--- config.mk ---
export PLATFORM = sky130hd
export DESIGN_NAME = alu_regfile_seq_flat
export DESIGN_NICKNAME = d
export VERILOG_FILES = /design/src/rtl/alu_regfile_seq_pkg.sv /design/src/rtl/alu_regfile_seq_if.sv /design/src/rtl/alu_regfile_seq_regfile_2r1w.sv /design/src/rtl/alu_regfile_seq.sv /design/src/flat_wrapper.sv
export SDC_FILE = /design/constraint.sdc
export NUM_CORES = 2
export LEC_CHECK = 0
export BUFFER_PORTS_ARGS = -buffer_cell sky130_fd_sc_hd__buf_2
export CAP_MARGIN = 10
export CORE_UTILIZATION = 40
export DETAILED_ROUTE_END_ITERATION = 7
export SLEW_MARGIN = 20
export SYNTH_ARGS = -nofsm -noshare
export SYNTH_HDL_FRONTEND = slang
export SYNTH_HIERARCHICAL = 1
export SYNTH_SLANG_ARGS = --single-unit
--- constraint.sdc ---
create_clock -name clk -period 3.6 [get_ports clk]
set_clock_uncertainty 0.05 [all_clocks]
set_input_delay 0 -clock clk [delete_from_list [all_inputs] [get_ports clk]]
set_output_delay 0 -clock clk [all_outputs]
set_load 0.005 [all_outputs]
--- src/rtl/alu_regfile_seq_pkg.sv ---
// Shared constants for the operand-fetch / write-back sequencer: widths, ALU opcodes, FSM states.
package alu_regfile_seq_pkg;

  localparam int DATA_W = 32;
  localparam int ADDR_W = 5;
  localparam int OP_W   = 3;

  localparam logic [OP_W-1:0] OP_AND  = 3'b000;
  localparam logic [OP_W-1:0] OP_OR   = 3'b001;
  localparam logic [OP_W-1:0] OP_XOR  = 3'b010;
  localparam logic [OP_W-1:0] OP_XNOR = 3'b011;
  localparam logic [OP_W-1:0] OP_ADD  = 3'b100;
  localparam logic [OP_W-1:0] OP_SUB  = 3'b101;
  localparam logic [OP_W-1:0] OP_SLT  = 3'b110;
  localparam logic [OP_W-1:0] OP_SLL  = 3'b111;

  typedef enum logic [1:0] {
    ST_IDLE = 2'd0,
    ST_READ = 2'd1,
    ST_EXEC = 2'd2,
    ST_WB   = 2'd3
  } state_t;

endpackage

--- src/rtl/alu_regfile_seq_if.sv ---
// Bundle of command, ALU-side and status signals for alu_regfile_seq (master = requester/ALU, slave = sequencer).
interface alu_regfile_seq_if
  import alu_regfile_seq_pkg::*;
#(
  parameter int DATA_W = alu_regfile_seq_pkg::DATA_W,
  parameter int ADDR_W = alu_regfile_seq_pkg::ADDR_W,
  parameter int OP_W   = alu_regfile_seq_pkg::OP_W
);
  // Handshake: a request is accepted on any rising edge where start=1 and busy=0;
  // start while busy is dropped, never queued; done pulses for exactly one cycle
  // in write-back, and the next request may be issued in the cycle that follows.
  logic              start;
  logic [ADDR_W-1:0] ra_addr;
  logic [ADDR_W-1:0] rb_addr;
  logic [ADDR_W-1:0] rw_addr;
  logic [OP_W-1:0]   op_in;
  logic              ext_we;
  logic [ADDR_W-1:0] ext_addr;
  logic [DATA_W-1:0] ext_wdata;
  logic [DATA_W-1:0] alu_a;
  logic [DATA_W-1:0] alu_b;
  logic [OP_W-1:0]   alu_op;
  logic [DATA_W-1:0] alu_f;
  logic              alu_of;
  logic [DATA_W-1:0] result;
  logic              zf;
  logic              of;
  logic              busy;
  logic              done;
  state_t            state;

  modport master (
    output start, ra_addr, rb_addr, rw_addr, op_in,
    output ext_we, ext_addr, ext_wdata,
    output alu_f, alu_of,
    input  alu_a, alu_b, alu_op,
    input  result, zf, of, busy, done, state
  );

  modport slave (
    input  start, ra_addr, rb_addr, rw_addr, op_in,
    input  ext_we, ext_addr, ext_wdata,
    input  alu_f, alu_of,
    output alu_a, alu_b, alu_op,
    output result, zf, of, busy, done, state
  );

endinterface

--- src/rtl/alu_regfile_seq_regfile_2r1w.sv ---
// Register array with two asynchronous read ports, one synchronous write port and synchronous clear.
module regfile_2r1w #(
  parameter int DATA_W = 32,
  parameter int ADDR_W = 5
) (
  input  logic              clk,
  input  logic              rst,
  input  logic              we,
  input  logic [ADDR_W-1:0] waddr,
  input  logic [DATA_W-1:0] wdata,
  input  logic [ADDR_W-1:0] raddr_a,
  input  logic [ADDR_W-1:0] raddr_b,
  output logic [DATA_W-1:0] rdata_a,
  output logic [DATA_W-1:0] rdata_b
);

  logic [DATA_W-1:0] mem [2**ADDR_W];

  always_ff @(posedge clk) begin
    if (rst) begin
      for (int i = 0; i < 2**ADDR_W; i++) mem[i] <= '0;
    end else if (we) begin
      mem[waddr] <= wdata;
    end
  end

  assign rdata_a = mem[raddr_a];
  assign rdata_b = mem[raddr_b];

endmodule

--- src/rtl/alu_regfile_seq.sv ---
// Operand-fetch / write-back sequencer around an external ALU: IDLE -> READ -> EXEC -> WB.
// Optional build macro REG_ZERO_HARDWIRED_EN makes register 0 read as zero and discard writes.
module alu_regfile_seq
  import alu_regfile_seq_pkg::*;
#(
  parameter int DATA_W = alu_regfile_seq_pkg::DATA_W,
  parameter int ADDR_W = alu_regfile_seq_pkg::ADDR_W,
  parameter int OP_W   = alu_regfile_seq_pkg::OP_W
) (
  input logic             clk,
  input logic             rst,
  alu_regfile_seq_if.slave bus
);

  state_t state, state_nx;

  logic [ADDR_W-1:0] ra_q, rb_q, rw_q;
  logic [OP_W-1:0]   op_q;
  logic [DATA_W-1:0] alu_a_q, alu_b_q, result_q;
  logic [OP_W-1:0]   alu_op_q;
  logic              zf_q, of_q;

  logic              wr_en;
  logic [ADDR_W-1:0] wr_addr;
  logic [DATA_W-1:0] wr_data;
  logic [DATA_W-1:0] raw_a, raw_b, rd_a, rd_b;

  always_ff @(posedge clk) begin
    if (rst) state <= ST_IDLE;
    else     state <= state_nx;
  end

  always_comb begin
    state_nx = state;
    case (state)
      ST_IDLE: if (bus.start) state_nx = ST_READ;
      ST_READ: state_nx = ST_EXEC;
      ST_EXEC: state_nx = ST_WB;
      ST_WB:   state_nx = ST_IDLE;
      default: state_nx = ST_IDLE;
    endcase
  end

  always_ff @(posedge clk) begin
    if (rst) begin
      ra_q     <= '0;
      rb_q     <= '0;
      rw_q     <= '0;
      op_q     <= '0;
      alu_a_q  <= '0;
      alu_b_q  <= '0;
      alu_op_q <= '0;
      result_q <= '0;
      zf_q     <= 1'b1;
      of_q     <= 1'b0;
    end else begin
      case (state)
        ST_IDLE: begin
          if (bus.start) begin
            ra_q <= bus.ra_addr;
            rb_q <= bus.rb_addr;
            rw_q <= bus.rw_addr;
            op_q <= bus.op_in;
          end
        end
        ST_READ: begin
          alu_a_q  <= rd_a;
          alu_b_q  <= rd_b;
          alu_op_q <= op_q;
        end
        ST_EXEC: begin
          result_q <= bus.alu_f;
          zf_q     <= (bus.alu_f == '0);
          of_q     <= bus.alu_of;
        end
        default: ;
      endcase
    end
  end

  // Single write port: write-back owns it in WB, external loads may only use it in IDLE.
  always_comb begin
    wr_en   = 1'b0;
    wr_addr = '0;
    wr_data = '0;
    if (state == ST_WB) begin
      wr_en   = 1'b1;
      wr_addr = rw_q;
      wr_data = result_q;
    end else if (state == ST_IDLE && bus.ext_we) begin
      wr_en   = 1'b1;
      wr_addr = bus.ext_addr;
      wr_data = bus.ext_wdata;
    end
`ifdef REG_ZERO_HARDWIRED_EN
    if (wr_addr == '0) wr_en = 1'b0;
`endif
  end

  regfile_2r1w #(
    .DATA_W (DATA_W),
    .ADDR_W (ADDR_W)
  ) u_rf (
    .clk     (clk),
    .rst     (rst),
    .we      (wr_en),
    .waddr   (wr_addr),
    .wdata   (wr_data),
    .raddr_a (ra_q),
    .raddr_b (rb_q),
    .rdata_a (raw_a),
    .rdata_b (raw_b)
  );

`ifdef REG_ZERO_HARDWIRED_EN
  assign rd_a = (ra_q == '0) ? '0 : raw_a;
  assign rd_b = (rb_q == '0) ? '0 : raw_b;
`else
  assign rd_a = raw_a;
  assign rd_b = raw_b;
`endif

  assign bus.alu_a  = alu_a_q;
  assign bus.alu_b  = alu_b_q;
  assign bus.alu_op = alu_op_q;
  assign bus.result = result_q;
  assign bus.zf     = zf_q;
  assign bus.of     = of_q;
  assign bus.busy   = (state != ST_IDLE);
  assign bus.done   = (state == ST_WB);
  assign bus.state  = state;

endmodule

--- src/flat_wrapper.sv ---
// flat-port wrapper written by rule: the top's interface ports become plain ports
module alu_regfile_seq_flat import alu_regfile_seq_pkg::*;
#(
  parameter int DATA_W = alu_regfile_seq_pkg::DATA_W,
  parameter int ADDR_W = alu_regfile_seq_pkg::ADDR_W,
  parameter int OP_W   = alu_regfile_seq_pkg::OP_W
)
  (clk, rst, bus_start, bus_ra_addr, bus_rb_addr, bus_rw_addr, bus_op_in, bus_ext_we, bus_ext_addr, bus_ext_wdata, bus_alu_f, bus_alu_of, bus_alu_a, bus_alu_b, bus_alu_op, bus_result, bus_zf, bus_of, bus_busy, bus_done, bus_state);
  alu_regfile_seq_if #(.DATA_W(DATA_W), .ADDR_W(ADDR_W), .OP_W(OP_W)) bus_i ();
  input logic clk;
  input logic rst;
  input wire logic [$bits(bus_i.start)-1:0] bus_start;
  input wire logic [$bits(bus_i.ra_addr)-1:0] bus_ra_addr;
  input wire logic [$bits(bus_i.rb_addr)-1:0] bus_rb_addr;
  input wire logic [$bits(bus_i.rw_addr)-1:0] bus_rw_addr;
  input wire logic [$bits(bus_i.op_in)-1:0] bus_op_in;
  input wire logic [$bits(bus_i.ext_we)-1:0] bus_ext_we;
  input wire logic [$bits(bus_i.ext_addr)-1:0] bus_ext_addr;
  input wire logic [$bits(bus_i.ext_wdata)-1:0] bus_ext_wdata;
  input wire logic [$bits(bus_i.alu_f)-1:0] bus_alu_f;
  input wire logic [$bits(bus_i.alu_of)-1:0] bus_alu_of;
  output wire logic [$bits(bus_i.alu_a)-1:0] bus_alu_a;
  output wire logic [$bits(bus_i.alu_b)-1:0] bus_alu_b;
  output wire logic [$bits(bus_i.alu_op)-1:0] bus_alu_op;
  output wire logic [$bits(bus_i.result)-1:0] bus_result;
  output wire logic [$bits(bus_i.zf)-1:0] bus_zf;
  output wire logic [$bits(bus_i.of)-1:0] bus_of;
  output wire logic [$bits(bus_i.busy)-1:0] bus_busy;
  output wire logic [$bits(bus_i.done)-1:0] bus_done;
  output wire logic [$bits(bus_i.state)-1:0] bus_state;
  assign bus_i.start = bus_start;
  assign bus_i.ra_addr = bus_ra_addr;
  assign bus_i.rb_addr = bus_rb_addr;
  assign bus_i.rw_addr = bus_rw_addr;
  assign bus_i.op_in = bus_op_in;
  assign bus_i.ext_we = bus_ext_we;
  assign bus_i.ext_addr = bus_ext_addr;
  assign bus_i.ext_wdata = bus_ext_wdata;
  assign bus_i.alu_f = bus_alu_f;
  assign bus_i.alu_of = bus_alu_of;
  assign bus_alu_a = bus_i.alu_a;
  assign bus_alu_b = bus_i.alu_b;
  assign bus_alu_op = bus_i.alu_op;
  assign bus_result = bus_i.result;
  assign bus_zf = bus_i.zf;
  assign bus_of = bus_i.of;
  assign bus_busy = bus_i.busy;
  assign bus_done = bus_i.done;
  assign bus_state = bus_i.state;
  alu_regfile_seq #(.DATA_W(DATA_W), .ADDR_W(ADDR_W), .OP_W(OP_W)) u_core (.clk(clk), .rst(rst), .bus(bus_i));
endmodule
# [Word-level counts from Yosys, hierarchy flattened]
# Memories as Yosys holds them, arrays and structs flattened. A register that Yosys moved wholly into a read port is not among the register bits.
# Cells that the tools add are included.
[word_totals] mem_bits_rw=1024 regBits=57 romBits=0 out_inout_bits=105 inputBits=92 wordCells=36 latch_bits=0 n_memories=1
[op_classes] shifts=0 magnitude_cmp=0 div_mod_pow=0 mux=16 multipliers=0 n_addsub=0 bitwise=0 n_eq_ne=4 n_reduce_logical=6
[memory_table] memory="u_core.u_rf.mem" words=32 word_bits=32 rd=2 rd_clocked_by_memory_dff=2 wr=32 line_no="alu_regfile_seq_regfile_2r1w.sv:17" text="logic [DATA_W-1:0] mem [2**ADDR_W];"
[op_table] cell="2-to-1 mux 32 bit" count=3
[op_table] cell="zero test 32 bit" count=1
[op_table] cell="OR reduction 32 bit" count=1
[op_table] cell="2-to-1 mux 5 bit" count=3
[op_table] cell="2-to-1 mux 1 bit" count=8
[op_table] cell="one-hot mux 2 bit (4 select lines)" count=1
[op_table] cell="equality test 2 bit (second input constant)" count=2
[op_table] cell="equality test 2 x 1 -> 1 bit (second input constant)" count=1
[op_table] cell="zero test 2 bit" count=1
[op_table] cell="2-to-1 mux 2 bit" count=1
[op_table] cell="!= test 2 bit (second input constant)" count=1
[op_table] cell="AND reduction 2 bit" count=1
[op_table] cell="nonzero test 2 bit" count=1
[op_table] cell="logical AND 1 bit" count=1

# [Longest topological paths before layout]
[depth] ltp_word=9 ltp_mapped=11 ltp_nobuf=9

# [Cells and area by module]
# Netlist, hierarchy kept.
[modules_own_cells] mod="regfile_2r1w" seq_area_each_um2=30749.5 instances=1 area_each_um2=56471.7 cells_each=4640
[modules_own_cells] mod="alu_regfile_seq" seq_area_each_um2=2422.3 instances=1 area_each_um2=4855.9 cells_each=480

# [Worst setup path after synthesis]
# No wires, ideal clock.
[synth_timing] kind="reg-to-reg" from="register u_core.state[0], in the netlist u_core/bus.state[0]" to="memory u_core.u_rf.mem[28][0] (enable)" t_arrival_ps=2541 synth_period_minus_slack_ps=2966 setup_slack_ps=634 required_ps=3175 stages_incl_launch_ff=11 setup_ps=375 path_buffers=2 path_cell_list="dfxtp_1 > inv_1 > ha_1 > nand2_2 > nor2_4 > buf_4 > a22o_1 > or3_1 > buf_6 > nor2_8 > or2_2"
[synth_rtl] element="from (decl)" line_no="alu_regfile_seq.sv:15" text="state_t state, state_nx;"
[synth_rtl] element="from (signal assigned)" line_no="alu_regfile_seq.sv:30" text="else state <= state_nx;"
[synth_rtl] element="to (decl)" line_no="alu_regfile_seq_regfile_2r1w.sv:17"

==> impl_metrics.yaml <==
run_status:
  outcome: "finished clean"
worst_setup_path:
  required_ps: 3950
  end_kind: "register"
  r2r_slack_ps: 420
  cp_num_buf_inv: 2
  crit_chain: "inv_1 > ha_1 > nand2_2 > nor2_4 > a22o_1 > nand3_1 > nor2_4 > or2_2 > buf_4"
  crit_arrival_ps: 3530
  start_kind: "register"
  slowest_delay_ps: 640
  cpMostUsedCell: "nor2_4"
  crit_type: "register to register"
  slowest_stage: "buf_4"
  crit_fanout: 32
  critical_path.top_delay_family: "simple AND/OR/NAND/NOR gates"
die:
  dieArea_um2: 155000
  pin_count: 197
  die_y_um: 394
  start_util_pct: 40.3
  die_width_um: 394
  rows: 143
  coreArea_um2: 152000
place:
  place_area_um2: 64900
  io_buffers: 196
  dpl.hpwl_mm: 127
  place_congestion: 0.865
final_layout:
  final_cell_mix: "mux2i_1, and2_1, edfxtp_1, nand2_1, a21oi_1"
  layout_commonest_cell: "mux2i_1"
  drive_gt1_share_pct: 13.5
  syn2layout_area_growth_pct: 15.6
  nets: 5486
  fin_area_um2: 70900
power_and_ir_drop:
  p_leak_nw: 25.3
  irDropWorstVdd_v: 0.000375
  p_int_mw: 27.6
  power_per_cell_area_nw_per_um2: 590
  p_switching_mw: 14.2
  pwr-share-seq_pct: 38.1
  power.total_mw: 41.8
  p_sw_share_pct: 33.9
  clockPowerShare_pct: 31.7
  combinationalPowerShare_pct: 30.2
synthesis:
  postSynthCellCount: 5120
  async_flop_share_pct: 0
  ys.flop_type: "edfxtp_1"
  synth.distinct_cells: 42
  seq_area_frac_synth_pct: 54.1
  synth_edf_count: 1024
  synth_warnings: 6
  syn-num-nets: 5216
  avgSynthCellArea_um2: 12.0
  ys_seq_elements: 1145
  netlist_area_um2: 61300
sta:
  period_share_pct: 88.5
  finalHoldViolCount: 0
  fmax_mhz: 314
  worst_pin_slew_ps: 1140
  holdWs_ps: 75.1
  setup_tns_ps: 0
  finalMaxSlewViolations: 0
  slew-limit-headroom_pct: 24.2
  min_period_ps: 3180
  setup_viol: 0
  rsz0062_at_grt: "no"
clock_network:
  clkTransAtPathRegs_ps: 50
  clk_path_buf_depth: 3
  post_cts_buffers: 0
  clk_latency_ps: 780
  cts.sinks: 1145
  cts_buffers: 133
  ctsResizeCount: 0
  cts_root_buf: "clkbuf_16"
  h-tree-depth: 4
  cts_tree: "done"
routing:
  wl_mm: 203
  drtIter0Drc: 3901
  post_drt_wl_per_cell_um: 27.0
  drc: 0
  drt_first_pass_iters: 5
  vias: 42900
  via_per_inst: 5.69
  ant_nets: 0
global_route:
  grt_pass1_wl_mm: 293
  first_global_vias: 43000
  grtUsageTotal_pct: 25.8
  grt.overflow.total: 0
  antenna_found_initial: 5
  grt_start_max_net_pins: 76
min_path:
  hp-class: "input port to register"
flow_run:
  drv_cap: 0
## metal layers
layer | vias up | part of all wire (%) | GRT usage (%)
li1 | 19200 | - | -
met1 | 21500 | 42 | 33.7
met2 | 1707 | 47 | 41.4
met3 | 439 | 6.7 | 3.96
met4 | 0 | 5.2 | 13.2
met5 | - | 0 | 0
## metrics by stage
stage,utilization [%],setup slack [ps],cells
after floorplan,-,634,5120
after global placement,42.7,538,7114
after detailed placement,42.7,512,7114
after CTS,46.6,470,7524
after global routing,46.6,302,7524
final,46.6,415,7535
## final cells by class
cell class                      count  area, µm²
Clock buffer                      188       3730
Antenna cell                       11       27.5
Sequential cell                  1145      33200
Timing Repair Buffer              618       5280
Inverter                            4       15.0
Fill cell                       13600      81200
Multi-Input combinational cell   3488      25600
Tap cell                         2030       2540
Clock inverter                     51        480
## cells in the mapped netlist, drive strengths merged, types with 6 or more instances
library cell	count	area (µm²)
mux2i	1124	11300
and2	1027	6420
edfxtp	1024	30700
clkbuf	267	1100
nand2	235	912
buf	216	1580
a21oi	212	1100
nand3	195	988
a22oi	192	1440
a22o	165	1450
nor2	140	673
dfxtp	121	2420
nor3	65	325
a31oi	64	400
or2	34	213
nand2b	6	37.5
nor4	6	37.5
## flip-flops by register name, indices dropped and copies added, names as in the netlist
name and cells:
u_core/bus.alu_a 32, u_core/bus.alu_b 32, u_core/bus.alu_op 3, u_core/bus.of 1
u_core/bus.result 32, u_core/bus.state 2, u_core/bus.zf 1, u_core/op_q 3
u_core/ra_q 5, u_core/rb_q 5, u_core/rw_q 5, u_core/u_rf/mem 1024
## repair_timing
action / in CTS / in global routing
hold buffers: 171 / 0
endpoints found under the setup margin: 0 / 0
endpoints found under the hold margin: 724 / 0
## final timing paths
check	start	to	cells past startpoint
worst min-delay path	bus_alu_f[6]	u_core/bus.result[6]	4
worst min register to register	u_core/bus.alu_b[27]	u_core/bus.alu_b[27]	2
worst max-delay path	u_core/bus.state[1]	u_core/u_rf/mem[29][9]	9
worst max register to register	u_core/bus.state[1]	u_core/u_rf/mem[29][9]	9
## cell families (layout without fill, tap and decap cells)
family	count (synthesis)	after routing	synth area share, %
flops	1145	1145	54.1
simple gates	1724	1724	15.9
mux	1124	1124	18.3
fa+ha+maj	4	4	0.0816
buf+inv	487	861	4.39
compound gates	636	636	7.18
other cells	0	11	0
## worst register-to-register path, cell delays in order (launching register included)
cell	delay, ps
dfxtp_1	340
inv_1	140
ha_1	300
nand2_2	120
nor2_4	160
a22o_1	300
nand3_1	400
nor2_4	200
or2_2	120
buf_4	640
## power groups by stage
| stage | Combinational (mW) | Sequential [mW] | Clock, mW |
|---|---|---|---|
| 6_report | 12.6 | 15.9 | 13.3 |
| 2_1_floorplan | 7.41 | 16.0 | 0 |
| 5_1_grt | 13.2 | 16.0 | 14.0 |
| 3_3_place_gp | 12.2 | 16.2 | 0 |
| 4_1_cts | 12.6 | 15.9 | 13.5 |
| 3_5_place_dp | 12.3 | 16.2 | 0 |
No activity file was read; power rests on OpenSTA's default activity.
